==> src/rtl/elevator_ctrl_n_if.sv <==
// elevator_ctrl_n_if: call/request inputs and car status outputs of the elevator controller.
// master drives hall/car buttons and observes status; slave is the controller side.
interface elevator_ctrl_n_if #(
    parameter int FLOORS = 8,
    parameter int FLR_W  = 3
);
    logic [FLOORS-1:0] call_up;
    logic [FLOORS-1:0] call_dn;
    logic [FLOORS-1:0] car_req;
    logic [1:0]        dout;
    logic [FLR_W-1:0]  floor;
    logic              door_open;
    logic [FLOORS-1:0] pend_up;
    logic [FLOORS-1:0] pend_dn;
    logic [FLOORS-1:0] pend_car;

    modport master (
        output call_up, call_dn, car_req,
        input  dout, floor, door_open,
        input  pend_up, pend_dn, pend_car
    );

    modport slave (
        input  call_up, call_dn, car_req,
        output dout, floor, door_open,
        output pend_up, pend_dn, pend_car
    );
endinterface

==> src/rtl/elevator_ctrl_n.sv <==
// elevator_ctrl_n: N-floor collective (SCAN) elevator controller.
// Ports: clk, rst_n (async low); bus.slave carries call_up/call_dn/car_req in,
// dout (UP=00 DOWN=01 STAY=10), floor, door_open, pend_up/pend_dn/pend_car out.
module elevator_ctrl_n #(
    parameter int FLOORS     = 8,
    parameter int FLR_W      = 3,
    parameter int TRAVEL_CYC = 4,
    parameter int DOOR_CYC   = 6
) (
    input  logic             clk,
    input  logic             rst_n,
    elevator_ctrl_n_if.slave bus
);
    localparam logic [1:0] S_IDLE = 2'd0;
    localparam logic [1:0] S_MOVE = 2'd1;
    localparam logic [1:0] S_DOOR = 2'd2;

    localparam logic DIR_UP = 1'b0;
    localparam logic DIR_DN = 1'b1;

    localparam int TMAX = (TRAVEL_CYC > DOOR_CYC) ? TRAVEL_CYC : DOOR_CYC;
    localparam int TW   = (TMAX > 1) ? $clog2(TMAX) : 1;

    localparam logic [TW-1:0] T_TRAVEL = TW'(TRAVEL_CYC - 1);
    localparam logic [TW-1:0] T_DOOR   = TW'(DOOR_CYC - 1);

    // No UP call from the top floor, no DOWN call from the bottom floor.
    localparam logic [FLOORS-1:0] UP_MASK = ~(FLOORS'(1) << (FLOORS - 1));
    localparam logic [FLOORS-1:0] DN_MASK = ~FLOORS'(1);

    logic [1:0]        state, state_nx;
    logic              dir, dir_nx;
    logic [FLR_W-1:0]  floor_q, floor_nx;
    logic [TW-1:0]     timer, timer_nx;
    logic [FLOORS-1:0] pend_up_q, pend_dn_q, pend_car_q;

    logic [FLOORS-1:0] up_in, dn_in, car_in, here;
    logic [FLOORS-1:0] clr_up, clr_dn, clr_car;
    logic [FLOORS-1:0] f_oh, nf_oh, hall_dir, in_dir;
    logic [FLR_W-1:0]  next_f;
    logic              ahead_f, behind_f, ahead_nf, stop, absorb;

    function automatic logic any_beyond(
        input logic [FLOORS-1:0] h,
        input logic [FLR_W-1:0]  f,
        input logic              d
    );
        logic r;
        r = 1'b0;
        for (int i = 0; i < FLOORS; i++) begin
            if (d == DIR_UP && i > int'(f)) r = r | h[i];
            if (d == DIR_DN && i < int'(f)) r = r | h[i];
        end
        return r;
    endfunction

    always_comb begin
        up_in    = bus.call_up & UP_MASK;
        dn_in    = bus.call_dn & DN_MASK;
        car_in   = bus.car_req;
        here     = pend_up_q | pend_dn_q | pend_car_q;
        f_oh     = FLOORS'(1) << floor_q;
        next_f   = (dir == DIR_UP) ? floor_q + FLR_W'(1)
                                   : floor_q - FLR_W'(1);
        nf_oh    = FLOORS'(1) << next_f;
        hall_dir = (dir == DIR_UP) ? pend_up_q : pend_dn_q;
        in_dir   = (dir == DIR_UP) ? up_in : dn_in;
        ahead_f  = any_beyond(here, floor_q, dir);
        behind_f = any_beyond(here, floor_q, ~dir);
        // next_f may wrap while not moving; only consumed in MOVE.
        ahead_nf = any_beyond(here, next_f, dir);
        stop     = |(pend_car_q & nf_oh) | |(hall_dir & nf_oh)
                 | (~ahead_nf & |(here & nf_oh));
        absorb   = |((car_in | in_dir) & f_oh);
    end

    always_comb begin
        state_nx = state;
        dir_nx   = dir;
        floor_nx = floor_q;
        timer_nx = timer;
        clr_up   = '0;
        clr_dn   = '0;
        clr_car  = '0;
        case (state)
            S_IDLE: begin
                if (|(here & f_oh)) begin
                    clr_up   = f_oh;
                    clr_dn   = f_oh;
                    clr_car  = f_oh;
                    state_nx = S_DOOR;
                    timer_nx = T_DOOR;
                end else if (any_beyond(here, floor_q, DIR_UP)) begin
                    dir_nx   = DIR_UP;
                    state_nx = S_MOVE;
                    timer_nx = T_TRAVEL;
                end else if (any_beyond(here, floor_q, DIR_DN)) begin
                    dir_nx   = DIR_DN;
                    state_nx = S_MOVE;
                    timer_nx = T_TRAVEL;
                end
            end
            S_MOVE: begin
                if (timer != '0) begin
                    timer_nx = timer - TW'(1);
                end else begin
                    floor_nx = next_f;
                    if (stop) begin
                        clr_car = nf_oh;
                        if (dir == DIR_UP) clr_up = nf_oh;
                        else               clr_dn = nf_oh;
                        // Last stop this sweep: serve both hall calls, turn round.
                        if (!ahead_nf) begin
                            clr_up = nf_oh;
                            clr_dn = nf_oh;
                            dir_nx = ~dir;
                        end
                        state_nx = S_DOOR;
                        timer_nx = T_DOOR;
                    end else if (ahead_nf) begin
                        timer_nx = T_TRAVEL;
                    end else begin
                        state_nx = S_IDLE;
                    end
                end
            end
            S_DOOR: begin
                // Presses at the open floor are swallowed and hold the door.
                clr_car = f_oh;
                if (dir == DIR_UP) clr_up = f_oh;
                else               clr_dn = f_oh;
                if (absorb) begin
                    timer_nx = T_DOOR;
                end else if (timer != '0) begin
                    timer_nx = timer - TW'(1);
                end else if (ahead_f) begin
                    state_nx = S_MOVE;
                    timer_nx = T_TRAVEL;
                end else if (behind_f) begin
                    dir_nx   = ~dir;
                    state_nx = S_MOVE;
                    timer_nx = T_TRAVEL;
                end else begin
                    state_nx = S_IDLE;
                end
            end
            default: state_nx = S_IDLE;
        endcase
    end

    always_ff @(posedge clk or negedge rst_n) begin
        if (!rst_n) begin
            state      <= S_IDLE;
            dir        <= DIR_UP;
            floor_q    <= '0;
            timer      <= '0;
            pend_up_q  <= '0;
            pend_dn_q  <= '0;
            pend_car_q <= '0;
        end else begin
            state      <= state_nx;
            dir        <= dir_nx;
            floor_q    <= floor_nx;
            timer      <= timer_nx;
            pend_up_q  <= (pend_up_q | up_in) & ~clr_up;
            pend_dn_q  <= (pend_dn_q | dn_in) & ~clr_dn;
            pend_car_q <= (pend_car_q | car_in) & ~clr_car;
        end
    end

    assign bus.dout      = (state == S_MOVE) ? {1'b0, dir} : 2'b10;
    assign bus.floor     = floor_q;
    assign bus.door_open = (state == S_DOOR);
    assign bus.pend_up   = pend_up_q;
    assign bus.pend_dn   = pend_dn_q;
    assign bus.pend_car  = pend_car_q;
endmodule

==> src/flat_wrapper.sv <==
// flat-port wrapper written by rule: the top's interface ports become plain ports
module elevator_ctrl_n_flat 
#(
    parameter int FLOORS     = 8,
    parameter int FLR_W      = 3,
    parameter int TRAVEL_CYC = 4,
    parameter int DOOR_CYC   = 6
)
  (clk, rst_n, bus_call_up, bus_call_dn, bus_car_req, bus_dout, bus_floor, bus_door_open, bus_pend_up, bus_pend_dn, bus_pend_car);
  elevator_ctrl_n_if #(.FLOORS(FLOORS), .FLR_W(FLR_W)) bus_i ();
  input  logic clk;
  input  logic rst_n;
  input wire logic [$bits(bus_i.call_up)-1:0] bus_call_up;
  input wire logic [$bits(bus_i.call_dn)-1:0] bus_call_dn;
  input wire logic [$bits(bus_i.car_req)-1:0] bus_car_req;
  output wire logic [$bits(bus_i.dout)-1:0] bus_dout;
  output wire logic [$bits(bus_i.floor)-1:0] bus_floor;
  output wire logic [$bits(bus_i.door_open)-1:0] bus_door_open;
  output wire logic [$bits(bus_i.pend_up)-1:0] bus_pend_up;
  output wire logic [$bits(bus_i.pend_dn)-1:0] bus_pend_dn;
  output wire logic [$bits(bus_i.pend_car)-1:0] bus_pend_car;
  assign bus_i.call_up = bus_call_up;
  assign bus_i.call_dn = bus_call_dn;
  assign bus_i.car_req = bus_car_req;
  assign bus_dout = bus_i.dout;
  assign bus_floor = bus_i.floor;
  assign bus_door_open = bus_i.door_open;
  assign bus_pend_up = bus_i.pend_up;
  assign bus_pend_dn = bus_i.pend_dn;
  assign bus_pend_car = bus_i.pend_car;
  elevator_ctrl_n #(.FLOORS(FLOORS), .FLR_W(FLR_W), .TRAVEL_CYC(TRAVEL_CYC), .DOOR_CYC(DOOR_CYC)) u_core (.clk(clk), .rst_n(rst_n), .bus(bus_i));
endmodule
==> config.mk <==
export PLATFORM = sky130hd
export DESIGN_NAME = elevator_ctrl_n_flat
export DESIGN_NICKNAME = d
export VERILOG_FILES = /design/src/rtl/elevator_ctrl_n_if.sv /design/src/rtl/elevator_ctrl_n.sv /design/src/flat_wrapper.sv
export SDC_FILE = /design/constraint.sdc
export NUM_CORES = 1
export LEC_CHECK = 0
export BUFFER_PORTS_ARGS = -buffer_cell sky130_fd_sc_hd__buf_4
export CORE_AREA = 4 4 80 82
export DETAILED_ROUTE_END_ITERATION = 12
export DIE_AREA = 0 0 84 86
export HOLD_SLACK_MARGIN = 0.08
export PLACE_DENSITY_LB_ADDON = 0.12
export REMOVE_ABC_BUFFERS = 1
export SYNTH_ARGS = -nofsm -noshare
export SYNTH_HDL_FRONTEND = slang
export SYNTH_SLANG_ARGS = --single-unit
==> constraint.sdc <==
create_clock -name clk -period 3.9 [get_ports clk]
set_input_delay 0.585 -clock clk [delete_from_list [all_inputs] [get_ports clk]]
set_output_delay 0.585 -clock clk [all_outputs]
set_load 0.01 [all_outputs]
Word-level counts from Yosys, hierarchy flattened

Index checks and enable logic that the tools add are counted.

Register bits after elaboration: 33
Logic and storage cells: 327

Add/sub/neg operators: 3
Order comparisons: 28
Equal/unequal tests: 15
Shifts and indexed selects: 2
Muxes and demuxes: 144
Bitwise logic cells: 74
Reductions and logical operators: 54

Operators by type and width:

| kind                | number |
|---|---|
| $mux 8              | 15 |
| $mux 1              | 102 |
| $pmux 8 s3          | 3 |
| $and 8x8->8         | 8 |
| $or 1x1->1          | 53 |
| $logic_and 1x1->1   | 42 |
| $or 8x8->8          | 5 |
| $reduce_or 8->1     | 5 |
| $mux 3              | 11 |
| $gt 3x3->1 const A  | 8 |
| $not 8->8           | 3 |
| $mux 2              | 10 |
| $lt 3x3->1 const A  | 6 |
| $shl 1x3->8 const A | 2 |
| $gt 2x3->1 const A  | 4 |
| $lt 1x3->1 const A  | 4 |
| $lt 2x3->1 const A  | 4 |
| $ne 2x2->1 const B  | 6 |
| $reduce_and 10->1   | 1 |
| $pmux 3 s3          | 1 |
| $ne 4x1->1 const B  | 2 |
| $or 8x7->8          | 1 |
| $gt 1x3->1 const A  | 2 |
| $pmux 2 s3          | 1 |
| 16 further kinds    | 21 |

Depth between registers and ports, before layout

Gate-level depths: netlist of run 1.

Depth after elaboration: 67
Depth in mapped cells: 15
Mapped depth without buffers: 10

Least setup slack after synthesis of run 1

No wires, ideal clock.

Path kind: flip-flop to flip-flop
From: register u_core.floor_q[2] (netlist: u_core.bus.floor[2])
To: register u_core.pend_up_q[2] (netlist: u_core.bus.pend_up[2])
Arrival time: 3.131 ns
Path slack: 0.621 ns
Stages on the path, launching flop included: 15
Period minus slack after synthesis: 3.279 ns
Cells stage by stage: dfrtp_1 buf_4 buf_2 inv_1 ha_1 clkbuf_1 nand2_1 o21ai_0 a222oi_1 or4_1 buf_6 a21oi_4 and2_1 buf_6 a211oi_1

Longest elaborated chain between the ends: 39
Elaborated cells on any way between the ends: 81

Ends and longest elaborated chain:

| what                                       | RTL line                                     | text |
|---|---|---|
| start: declaration                         | elevator_ctrl_n.sv:33                        | `logic [FLR_W-1:0] floor_q, floor_nx;` |
| start signal: assignment                   | elevator_ctrl_n.sv:163                       | `floor_q <= floor_nx;` |
| $add 3x1->3 or $sub 3x1->3 (tied branches) | elevator_ctrl_n.sv:63, elevator_ctrl_n.sv:64 |  |
| $mux 3                                     | elevator_ctrl_n.sv:63                        | `next_f = (dir == DIR_UP) ? floor_q + FLR_W'(1)` |
| $lt 1x3->1                                 | elevator_ctrl_n.sv:52                        | `if (d == DIR_DN && i < int'(f)) r = r \| h[i];` |
| $logic_and 1x1->1                          | elevator_ctrl_n.sv:52                        |  |
| $mux 1                                     | elevator_ctrl_n.sv:52                        |  |
| $or 1x1->1                                 | elevator_ctrl_n.sv:51                        | `if (d == DIR_UP && i > int'(f)) r = r \| h[i];` |
| $mux 1                                     | elevator_ctrl_n.sv:51                        |  |
| $or 1x1->1                                 | elevator_ctrl_n.sv:52                        |  |
| [23 not listed]                            | --                                           |  |
| $not 1->1                                  | elevator_ctrl_n.sv:73                        | `\| (~ahead_nf & \|(here & nf_oh));` |
| $and 1x1->1                                | elevator_ctrl_n.sv:73                        |  |
| $or 1x1->1                                 | elevator_ctrl_n.sv:73                        |  |
| $mux 8                                     | elevator_ctrl_n.sv:108                       | `if (stop) begin` |
| $mux 8                                     | elevator_ctrl_n.sv:104                       | `if (timer != '0) begin` |
| $pmux 8 s3 *                               | elevator_ctrl_n.sv:85                        | `case (state)` |
| $not 8->8 *                                | elevator_ctrl_n.sv:165                       | `pend_up_q <= (pend_up_q \| up_in) & ~clr_up;` |
| $and 8x8->8 *                              | elevator_ctrl_n.sv:165                       |  |
| end signal: assignment                     | elevator_ctrl_n.sv:165                       |  |
| end: declaration                           | elevator_ctrl_n.sv:35                        | `logic [FLOORS-1:0] pend_up_q, pend_dn_q, pend_car_q;` |

Mark *: on every way between the ends. The rest lies on a longest branch, timed or not.
A chain may end at the register's enable or synchronous reset.

Worst setup path in the final report of run 1

From: register u_core.floor_q[0] (netlist: u_core.bus.floor[0])
To: register u_core.pend_up_q[0] (netlist: u_core.bus.pend_up[0])

The elaborated chain is that of the path after synthesis.

==> results.md, run 1 <==
- Status: completed
- Area of the multi-input gates: 2010 sq um
- DP Wirelength: 8590 um
- Vias per cell: 6.74
- Ys flop type: dfrtp_1
- Nets: 482
- Row count: 28
- Final Power: 3.51 mW
- Later-pin clock latency in the skew report: 0.29 ns
- Final setup vio count: 0
- Final hold slack: 0.241 ns
- Initial Util: 0.525
- Worst R2R Setup Slack: 0.31 ns
- P_leak: 1.46 nW
- Max-cap violations: 0
- Worst setup EP type: flip-flop
- Die Span Y: 86 um
- Worst-path clk slew: 0.08 ns
- Post-route ant nets: 0
- CP startpoint: u_core.bus.floor[0]
- Syn Area/Cell: 7.90 sq um
- Ys Warns: 0
- TritonCTS buffer count: 5
- Distinct cells, synth: 61
- Cells after Synth: 382
- Max Freq: 278 MHz
- Setup crit start kind: flip-flop
- Final Skew: 0.00666 ns
- Hold Violations, Final: 0
- Slew @ Worst Pin: 0.873 ns
- # IOs: 56
- Seq. cell area: 826 sq um
- Slew Limit Fails: 0
- Peak VDD IR: 0.506 mV
- Setup TNS: 0 ns
- Setup crit end: u_core.bus.pend_up[0]
- Fin crit period: 3.59 ns
- CP Class: flip-flop to flip-flop
- Max-slew headroom: 0.418
- Crit share post-route: 0.921
- H-Tree Depth: 2
- Share of layout cells above drive strength 1: 0.221
- Reg-to-Reg Start: u_core.bus.floor[0]
- Total clock sinks: 33
- Seq/Total Area, Yosys: 0.274
- Async SR Flop Fraction: 1.00
- RSZ-0062 raised after global routing: false
- CP arrival: 3.75 ns
- Post-synth EDFFs: 0
- Die area: 7220 sq um
- CP max stage cell: or4_4
- Top area cells in the synthesized netlist: dfrtp_1 (27%), a21oi_1 (6.0%), ha_1 (5.4%), o21ai_0 (4.3%), nor2_1 (4.1%)
- Initial antenna violation count: 0
- First drt pass iteration count: 5
- Root Buffer: clkbuf_8
- Die X: 84 um
- Worst Reg2Reg Path Length in Cells: 11
- Critical path required time: 4.05 ns
- Routability cong.: 1.04
- First-pass GRT wire length: 17900 um
- Remaining DRCs: 0
- Tot GR Track Use: 0.318
- Pre-CTS WS: 0.274 ns
- Post-synth top cells: a21oi_1 (36), dfrtp_1 (33), nor2_1 (33)
- Cell taking the most area after synthesis: dfrtp_1
- Area Growth Syn to Fin: 21.5%
- Wire per inst: 21.9 um
- Vias in the first global route: 3305
- Input/output buffers: 53
- Final worst setup slack: 0.308 ns
- Most numerous cell in the Yosys netlist: a21oi_1
- Area of the core: 5750 sq um
- Hold Crit Class: input port to asynchronous set/reset pin
- Vias: 3499
- Worst-path cell chain: clkinv_1 > ha_1 > buf_4 > nor3_1 > a31oi_1 > nor2_1 > a222oi_1 > or4_4 > a21oi_4 > and2_1 > a211oi_1
- Largest net degree at the start of global routing: 34
- CTS tree: yes
- Synth Register Bits: 33
- WL final: 11400 um
- Power density cells: 956 nW/um^2
- Worst-case clock buffer depth: 2
- Grt ovf: 0
- Worst reg2reg endpoint: u_core.bus.pend_up[0]
- Syn Std Cell Area: 3020 sq um
- Area share of the largest cell type after synthesis: 0.274
- Antenna cells: 0
- Fillers: 530
- Iter 0 DRT Violations: 413
- CP max FO: 12
- Crit path largest cell delay: 0.65 ns
-- metrics by stage --
| stage | instance area (sq um) | util | instances |
|---|---|---|---|
| finish | 3670 | 0.639 | 519 |
| global route | 3670 | 0.639 | 519 |
| CTS | 3670 | 0.638 | 519 |
| detailed placement | 3550 | 0.618 | 511 |
| global placement | 3550 | 0.618 | 511 |
| floorplan | 2900 | - | 362 |
-- power by group --
group / internal (mW) / switching [mW]
Clock: 0.208 / 0.136
Sequential: 0.467 / 0.161
Combinational: 0.946 / 1.59
Total: 1.62 / 1.89
-- state kept, by name (all words and copies together) (netlist names) --
name,flops
u_core.bus.pend_up,8
u_core.dir,1
u_core.state,2
u_core.bus.pend_dn,8
u_core.bus.pend_car,8
u_core.timer,3
u_core.bus.floor,3
-- cell type report --
class,count,area share
clock buffers,7,0.0235
clock inverters,1,0.00818
inverters,19,0.0194
multi-input cells,310,0.547
flip-flops and latches,33,0.225
well taps,75,0.0256
repair buffers,74,0.151
-- worst min path at each step --
stage	start	to	slack, ns	depth (start not counted)
2_1_floorplan	rst_n	u_core.bus.floor[0]	0.29	0
3_3_place_gp	u_core.timer[1]	u_core.timer[1]	0.47	1
3_5_place_dp	u_core.timer[1]	u_core.timer[1]	0.47	1
6_report	rst_n	u_core.bus.pend_dn[2]	0.24	1
5_1_grt	rst_n	u_core.bus.pend_dn[2]	0.26	1
4_1_cts	rst_n	u_core.bus.pend_dn[2]	0.26	1
-- placed cells by master, fill, tap and decap left out, drive strengths merged, types with 4 or more instances in the layout --
| cell type | n |
|---|---|
| a211oi | 14 |
| a21oi | 38 |
| a31oi | 8 |
| and2 | 5 |
| buf | 74 |
| clkbuf | 7 |
| dfrtp | 33 |
| ha | 13 |
| inv | 18 |
| mux2i | 4 |
| nand2 | 28 |
| nand2b | 6 |
| nand3 | 11 |
| nand4 | 5 |
| nor2 | 33 |
| nor2b | 8 |
| nor3 | 21 |
| nor4 | 8 |
| o21ai | 27 |
| o221ai | 9 |
| o22ai | 18 |
| o31ai | 4 |
| or3 | 6 |
-- repair_timing --
action                     in CTS  in global routing
buffers inserted                0                  0
hold buffers                    0                  0
setup endpoints to repair       0                  6
hold endpoints to repair        0                  0
resized for setup               0                  1
-- logic make-up after synthesis --
logic type	Yosys count	synth area share
compound gates	144	0.315
simple gates	142	0.245
buf+inv	39	0.0630
flops	33	0.274
fa+ha+maj	13	0.0539
mux	7	0.0294
xor+xnor	4	0.0203
-- per-layer routing --
metal / routed length (um) / GRT usage / up-vias
met3: 1130 / 0.0576 / 27
li1: - / - / 1574
met5: 0 / 0 / -
met1: 4780 / 0.444 / 1680
met4: 324 / 0.127 / 0
met2: 5130 / 0.490 / 218
-- worst max-delay path: cells and delay by family, from the launching register on --
kind / cells / cell delay (ns)
compound gates: 4 / 0.74
fa+ha+maj: 1 / 0.43
buf+inv: 2 / 0.47
flops: 1 / 0.39
simple gates: 4 / 1.43
(Power assumes the default switching activity.)
==> run 2: changes to the inputs <==
Settings changed: CELL_PAD_IN_SITES_DETAIL_PLACEMENT set to 1, CELL_PAD_IN_SITES_GLOBAL_PLACEMENT set to 1, CORE_AREA 4 4 80 82 to 4 4 91 93, DIE_AREA 0 0 84 86 to 0 0 95 97.
==> run 2 against run 1 <==
Net effect: first-iteration DRC count fell by 20%; clock power down 3%; critical path depth down 1; global-route usage decreased by 3.8 points; sequential share of layout area grew 0.12 points; sequential cell count is the same; worst hold slack about the same; die area grew 28%; maximum frequency up 0.18%; critical path type unchanged; critical endpoint unchanged.
==> results.md, run 2 (synthesis results as in run 1) <==
- GR Util met2: 0.443 (was 0.490)
- First drt pass iteration count: 6 (was 5)
- Later-pin clock latency in the skew report: 0.30 ns (was 0.29 ns)
- Die X: 95 um (was 84 um)
- Hold Crit Class: input port to asynchronous set/reset pin (unchanged)
- Final Skew: 0.00717 ns (was 0.00666 ns)
- Worst R2R Setup Slack: 0.31 ns (about the same)
- Fin crit period: 3.59 ns (about the same)
- Remaining DRCs: 0 (unchanged)
- Hold Violations, Final: 0 (unchanged)
- H-Tree Depth: 2 (unchanged)
- WL final: 12800 um (was 11400 um)
- Initial Util: 0.401 (was 0.525)
- First-pass GRT wire length: 19800 um (was 17900 um)
- Tot GR Track Use: 0.280 (was 0.318)
- Routability cong.: 0.962 (was 1.04)
- Most common cell after layout, fill and taps aside: buf_4 (unchanged)
- Area of the core: 7530 sq um (was 5750 sq um)
- Bufs and invs on worst path: 1 (was 2)
- Post-route ant nets: 0 (unchanged)
- Util after Layout: 0.485 (was 0.639)
- CP max stage cell: or4_1 (was or4_4)
- Die Span Y: 97 um (was 86 um)
- Grt ovf: 0 (unchanged)
- Setup crit start kind: flip-flop (unchanged)
- Final hold slack: 0.241 ns (about the same)
- Final setup vio count: 0 (unchanged)
- Final Power: 3.55 mW (was 3.51 mW)
- Most frequent cells in the layout: buf_4 (69), a21oi_1 (36), nor2_1 (33), dfrtp_1 (33), nand2_1 (28) (was buf_4 (74), a21oi_1 (36), nor2_1 (33), dfrtp_1 (33), nand2_1 (28))
- Slew Limit Fails: 0 (unchanged)
- CTS Hold Buffers Added: 0 (unchanged)
- Die area: 9220 sq um (was 7220 sq um)
- Wire per inst: 23.7 um (was 21.9 um)
- Max-slew headroom: 0.378 (was 0.418)
- Worst Reg2Reg Path Length in Cells: 10 (was 11)
- Max-cap violations: 0 (unchanged)
- Critical path required time: 4.06 ns (was 4.05 ns)
- CP max FO: 9 (was 12)
- Worst-path cell chain: inv_1 > ha_1 > xnor2_2 > a21oi_2 > o311ai_2 > a32oi_1 > or4_1 > a21oi_4 > and2_1 > a211oi_1 (was clkinv_1 > ha_1 > buf_4 > nor3_1 > a31oi_1 > nor2_1 > a222oi_1 > or4_4 > a21oi_4 > and2_1 > a211oi_1)
- Routing usage on met3: 0.0467 (was 0.0576)
- Input/output buffers: 53 (unchanged)
- Cell family with most CP delay: simple AND/OR/NAND/NOR gates (unchanged)
- Initial antenna violation count: 0 (unchanged)
- Root Buffer: clkbuf_8 (unchanged)
- Antenna cells: 0 (unchanged)
- Most crowded layer after global routing: met2 (unchanged)
- TritonCTS buffer count: 5 (unchanged)
- DP Wirelength: 9750 um (was 8590 um)
- Total clock sinks: 33 (unchanged)
- Status: completed (unchanged)
- Worst reg2reg endpoint: u_core.bus.pend_up[0] (unchanged)
- Grt met1 use: 0.387 (was 0.444)
- CP arrival: 3.75 ns (about the same)
- Worst setup EP type: flip-flop (unchanged)
- P_leak: 1.43 nW (was 1.46 nW)
- Slew @ Worst Pin: 0.933 ns (was 0.873 ns)
- Nets: 477 (was 482)
- Setup TNS: 0 ns (unchanged)
- # IOs: 56 (unchanged)
- Power density cells: 973 nW/um^2 (was 956 nW/um^2)
- Crit path largest cell delay: 0.66 ns (was 0.65 ns)
- Largest net degree at the start of global routing: 36 (was 34)
- Setup bufs post-CTS: 0 (unchanged)
- Max Freq: 279 MHz (was 278 MHz)
- Vias per cell: 6.51 (was 6.74)
- Area Growth Syn to Fin: 20.9% (was 21.5%)
- CTS tree: yes (unchanged)
- Iter 0 DRT Violations: 331 (was 413)
- Worst-path clk slew: 0.08 ns (about the same)
- Vias in the first global route: 3481 (was 3305)
- RSZ-0062 raised after global routing: false (unchanged)
- Peak VDD IR: 0.398 mV (was 0.506 mV)
- Post-CTS sizing: 0 (unchanged)
- Worst-case clock buffer depth: 2 (unchanged)
- Row count: 32 (was 28)
- Share of layout cells above drive strength 1: 0.210 (was 0.221)
- Vias: 3514 (was 3499)
- Crit share post-route: 0.919 (was 0.921)
- CP Class: flip-flop to flip-flop (unchanged)
- Reg-to-Reg Start: u_core.bus.floor[1] (was u_core.bus.floor[0])
[run 2: cell types whose count changed in the layout (fill, tap and decap cells not counted)]
cell      before  now
buf_4         74   69
clkbuf_1       1    0
clkbuf_8       6    5
clkinv_2       0    1
or4_1          1    2
or4_4          1    0
[run 2: worst max path at each step]
stage | start | end | slack, ns | cells after the start
after floorplan | u_core.bus.floor[0] | u_core.bus.pend_up[2] | -0.24 | 10
after global placement | u_core.bus.floor[1] | u_core.bus.pend_up[0] | 0.46 | 11
after detailed placement | u_core.bus.floor[0] | u_core.bus.pend_up[5] | 0.40 | 10
after CTS | u_core.bus.floor[0] | u_core.bus.pend_up[5] | 0.37 | 10
after global routing | u_core.bus.floor[1] | u_core.bus.pend_dn[7] | 0.17 | 12
final | u_core.bus.floor[1] | u_core.bus.pend_up[0] | 0.31 | 10
[run 2: routing by layer]
metal / wire (um) / part of all wire
met1: 5720 / 0.45
met2: 5990 / 0.47
met3: 804 / 0.063
met4: 283 / 0.022
met5: 0 / 0
[run 2: power breakdown]
group / switching [mW] / internal [mW] / total [mW]
sequential: 0.171 / 0.467 / 0.639
combinational: 1.65 / 0.924 / 2.58
clock: 0.149 / 0.186 / 0.335
[run 2: final cells by class]
| cell class | instances | area (sq um) |
|---|---|---|
| sequential | 33 | 826 |
| fill | 976 | 3880 |
| clock buffer | 5 | 68.8 |
| multi-input combinational | 310 | 2000 |
| timing repair buffer | 69 | 518 |
| clock inverter | 2 | 35.0 |
| inverter | 19 | 71.3 |
| tap | 102 | 128 |
[run 2: through the flow]
stage,worst slack [ns],instances,cell area (sq um)
2_1_floorplan,-0.242,362,2900
3_3_place_gp,0.464,533,3550
3_5_place_dp,0.397,533,3550
4_1_cts,0.373,540,3650
5_1_grt,0.169,540,3650
6_report,0.314,540,3650
[run 2: worst register-to-register path, stage by stage (launching register included)]
cell	delay, ns
dfrtp_1	0.45
inv_1	0.13
ha_1	0.34
xnor2_2	0.51
a21oi_2	0.12
o311ai_2	0.24
a32oi_1	0.22
or4_1	0.66
a21oi_4	0.29
and2_1	0.37
a211oi_1	0.12
==> run 3: changes to the inputs <==
Settings changed: ABC_AREA set to 1, CORE_AREA 4 4 91 93 to 4 4 99 101, DIE_AREA 0 0 95 97 to 0 0 103 105, HOLD_SLACK_MARGIN 0.08 to unset.
==> run 3 against run 2 <==
Net effect: count of clock-buffer cells in the layout stayed put; critical path type unchanged; die area increased by 17%; register-to-register slack better by 0.27 ns; cell area rose by 7.6%; largest cell class unchanged; wire length down 3.4%; combinational power about the same; setup slack gained 0.27 ns.
==> results.md, run 3 <==
- WL final: 12400 um (was 12800 um)
- CP arrival: 3.56 ns (was 3.75 ns)
- Most common cell after layout, fill and taps aside: nand2_1 (was buf_4)
- Ys flop type: dfrtp_1 (unchanged)
- Area share of the largest cell type after synthesis: 0.244 (was 0.274)
- Grt ovf: 0 (unchanged)
- Worst-path clk slew: 0.09 ns (was 0.08 ns)
- CP max FO: 23 (was 9)
- Syn Std Cell Area: 3380 sq um (was 3020 sq um)
- Post-route ant nets: 0 (unchanged)
- CP Class: flip-flop to flip-flop (unchanged)
- Slew Limit Fails: 0 (unchanged)
- Most frequent cell on the critical path: nand2_1
- Tot GR Track Use: 0.237 (was 0.280)
- Input/output buffers: 53 (unchanged)
- Setup crit start kind: flip-flop (unchanged)
- H-Tree Depth: 2 (unchanged)
- Crit path largest cell delay: 0.63 ns (was 0.66 ns)
- CTS tree: yes (unchanged)
- Distinct cells, synth: 32 (was 61)
- CTS Hold Buffers Added: 0 (unchanged)
- Area Growth Syn to Fin: 16.2% (was 20.9%)
- Slew @ Worst Pin: 1.09 ns (was 0.933 ns)
- P_leak: 2.07 nW (was 1.43 nW)
- RSZ-0062 raised after global routing: false (unchanged)
- Synth Register Bits: 33 (unchanged)
- Worst reg2reg endpoint: u_core.timer[2] (was u_core.bus.pend_up[0])
- Share of layout cells above drive strength 1: 0.188 (was 0.210)
- Remaining DRCs: 0 (unchanged)
- # IOs: 56 (unchanged)
- CP startpoint: u_core.bus.floor[2] (was u_core.bus.floor[1])
- Syn Area/Cell: 5.99 sq um (was 7.90 sq um)
- Critical path required time: 4.15 ns (was 4.06 ns)
- Die area: 10800 sq um (was 9220 sq um)
- Crit share post-route: 0.850 (was 0.919)
- Setup bufs post-CTS: 0 (unchanged)
- Fin area: 3930 sq um (was 3650 sq um)
- Iter 0 DRT Violations: 132 (was 331)
- Post-Synth Adder-Cell Area: 0.0481 (was 0.0539)
- Ys Warns: 0 (unchanged)
- Post-synthesis mux area share: 0 (was 0.0294)
- Main combinational cell family by area after synthesis: simple AND/OR/NAND/NOR gates (was compound AO/OA/AOI/OAI gates)
- Later-pin clock latency in the skew report: 0.30 ns (about the same)
- Hold Crit Class: input port to asynchronous set/reset pin (unchanged)
- Final setup vio count: 0 (unchanged)
- Most crowded layer after global routing: met2 (unchanged)
- Total clock sinks: 33 (unchanged)
- Seq/Total Area, Yosys: 0.244 (was 0.274)
- Initial Util: 0.375 (was 0.401)
- Top area cells in the synthesized netlist: dfrtp_1 (24%), nand2_1 (22%), nor2_1 (7.8%), nand3_1 (7.4%), inv_1 (6.2%) (was dfrtp_1 (27%), a21oi_1 (6.0%), ha_1 (5.4%), o21ai_0 (4.3%), nor2_1 (4.1%))
- Wire per inst: 17.1 um (was 23.7 um)
- GR Util met2: 0.407 (was 0.443)
- Max Freq: 302 MHz (was 279 MHz)
- Nets: 651 (was 477)
- Routing usage on met3: 0.0254 (was 0.0467)
- TritonCTS buffer count: 5 (unchanged)
- Setup TNS: 0 ns (unchanged)
- Vias: 3870 (was 3514)
- Synth Area in Simple Gates: 0.469 (was 0.245)
- Worst R2R Setup Slack: 0.58 ns (was 0.31 ns)
- Post-synth EDFFs: 0 (unchanged)
- Vias per cell: 5.35 (was 6.51)
- Largest net degree at the start of global routing: 34 (was 36)
- Cells after Synth: 564 (was 382)
- Initial antenna violation count: 0 (unchanged)
- Power density cells: 894 nW/um^2 (was 973 nW/um^2)
- Row count: 35 (was 32)
- Worst-path cell chain: inv_2 > ha_1 > nor2_2 > inv_1 > nand2_2 > nand2_1 > nand2_1 > nand2_1 > nand2_1 > nand2_2 > nand2_4 > nand3_2 > nand2_4 > inv_2 > nand2_1 > nand2_1 > nor2_2 > nand2_1 > nand2_1 (was inv_1 > ha_1 > xnor2_2 > a21oi_2 > o311ai_2 > a32oi_1 > or4_1 > a21oi_4 > and2_1 > a211oi_1)
- Post-synth top cells: nand2_1 (195), nor2_1 (70), inv_1 (56) (was a21oi_1 (36), dfrtp_1 (33), nor2_1 (33))
- Die X: 103 um (was 95 um)
- Status: completed (unchanged)
- Most numerous cell in the Yosys netlist: nand2_1 (was a21oi_1)
- Most frequent cells in the layout: nand2_1 (195), nor2_1 (70), buf_4 (57) (was buf_4 (69), a21oi_1 (36), nor2_1 (33), dfrtp_1 (33), nand2_1 (28))
- Post-CTS sizing: 0 (unchanged)
- Synth Area in Compound Gates: 0.136 (was 0.315)
- Cell taking the most area after synthesis: dfrtp_1 (unchanged)
- Worst-case clock buffer depth: 2 (unchanged)
- Die Span Y: 105 um (was 97 um)
- First drt pass iteration count: 4 (was 6)
- Routability cong.: 0.914 (was 0.962)
- DP Wirelength: 9480 um (was 9750 um)
- Setup crit end: u_core.timer[2] (was u_core.bus.pend_up[0])
- Async SR Flop Fraction: 1.00 (unchanged)
- Max-cap violations: 0 (unchanged)
- Final hold slack: 0.234 ns (was 0.241 ns)
- Reg-to-Reg Start: u_core.bus.floor[2] (was u_core.bus.floor[1])
- Root Buffer: clkbuf_8 (unchanged)
- Peak VDD IR: 0.409 mV (was 0.398 mV)
- Final worst setup slack: 0.585 ns (was 0.314 ns)
- XOR/XNOR share of the synthesized area: 0.00259 (was 0.0203)
- Fin crit period: 3.32 ns (was 3.59 ns)
- Placed cell area: 3840 sq um (was 3550 sq um)
- Antenna cells: 0 (unchanged)
- CP max stage cell: dfrtp_1 (was or4_1)
- Final Skew: 0.00815 ns (was 0.00717 ns)
- First-pass GRT wire length: 20200 um (was 19800 um)
- Pre-CTS WS: 0.623 ns (was 0.397 ns)
- Hold Violations, Final: 0 (unchanged)
- Area of the core: 9020 sq um (was 7530 sq um)
- Max-slew headroom: 0.270 (was 0.378)
- Worst Reg2Reg Path Length in Cells: 19 (was 10)
- Grt met1 use: 0.315 (was 0.387)
- Vias in the first global route: 4036 (was 3481)
- Worst setup EP type: flip-flop (unchanged)
==> run 3: changes by cell type in the layout (fill, tap and decap cells not counted), sizes merged, moves of 7 or more <==
cell    change
o22ai      -18
nand3      +45
buf        -12
o221ai      -9
nor3       -15
nor2       +45
inv        +43
a211oi     -13
a31oi       -7
o21ai       +7
nor2b       -8
nand2     +185
==> run 3: worst min-delay path by stage <==
stage | slack, ns | cells after the start | startpoint | to
global route | 0.28 | 1 | rst_n | u_core.bus.pend_dn[7]
detailed placement | 0.53 | 2 | u_core.timer[0] | u_core.timer[0]
finish | 0.23 | 1 | rst_n | u_core.bus.pend_dn[3]
global placement | 0.50 | 2 | u_core.timer[0] | u_core.timer[0]
floorplan | 0.29 | 0 | rst_n | u_core.bus.floor[0]
CTS | 0.26 | 1 | rst_n | u_core.bus.pend_dn[3]
==> run 3: stage by stage <==
stage / cells / util / total power [mW]
floorplan: 548 / - / 2.36
global placement: 716 / 0.426 / 3.15
detailed placement: 716 / 0.426 / 3.22
CTS: 724 / 0.435 / 3.52
global route: 724 / 0.435 / 3.87
finish: 724 / 0.435 / 3.51
==> run 3: kinds of logic (layout without fill, tap and decap cells) <==
family,Yosys count,count (layout)
compound gates,78,78
fa+ha+maj,13,13
simple gates,362,362
buf+inv,77,126
flops,33,33
xor+xnor,1,1
==> run 3: power by group <==
group	switching (mW)	internal (mW)
clock	0.159	0.124
combinational	1.78	0.817
sequential	0.168	0.466
total	2.10	1.41
==> run 3: critical path, delay by kind of cell, from the launching register on <==
kind,cells,cell delay (ns)
and+or+nand+nor,15,1.93
DFF,1,0.63
buffers and inverters,3,0.36
adders and majority gates,1,0.34
==> run 3: cell type report <==
type	count	area (sq um)
timing repair buffer	57	428
clock buffer	5	68.8
multi-input combinational	454	2220
inverter	61	229
fill	1265	5090
sequential	33	826
clock inverter	3	17.5
tap	111	139
==> run 3: per-layer routing <==
metal | vias to the layer above | part of all wire
li1 | 1893 | -
met1 | 1896 | 0.45
met2 | 68 | 0.50
met3 | 13 | 0.037
met4 | 0 | 0.015
met5 | - | 0
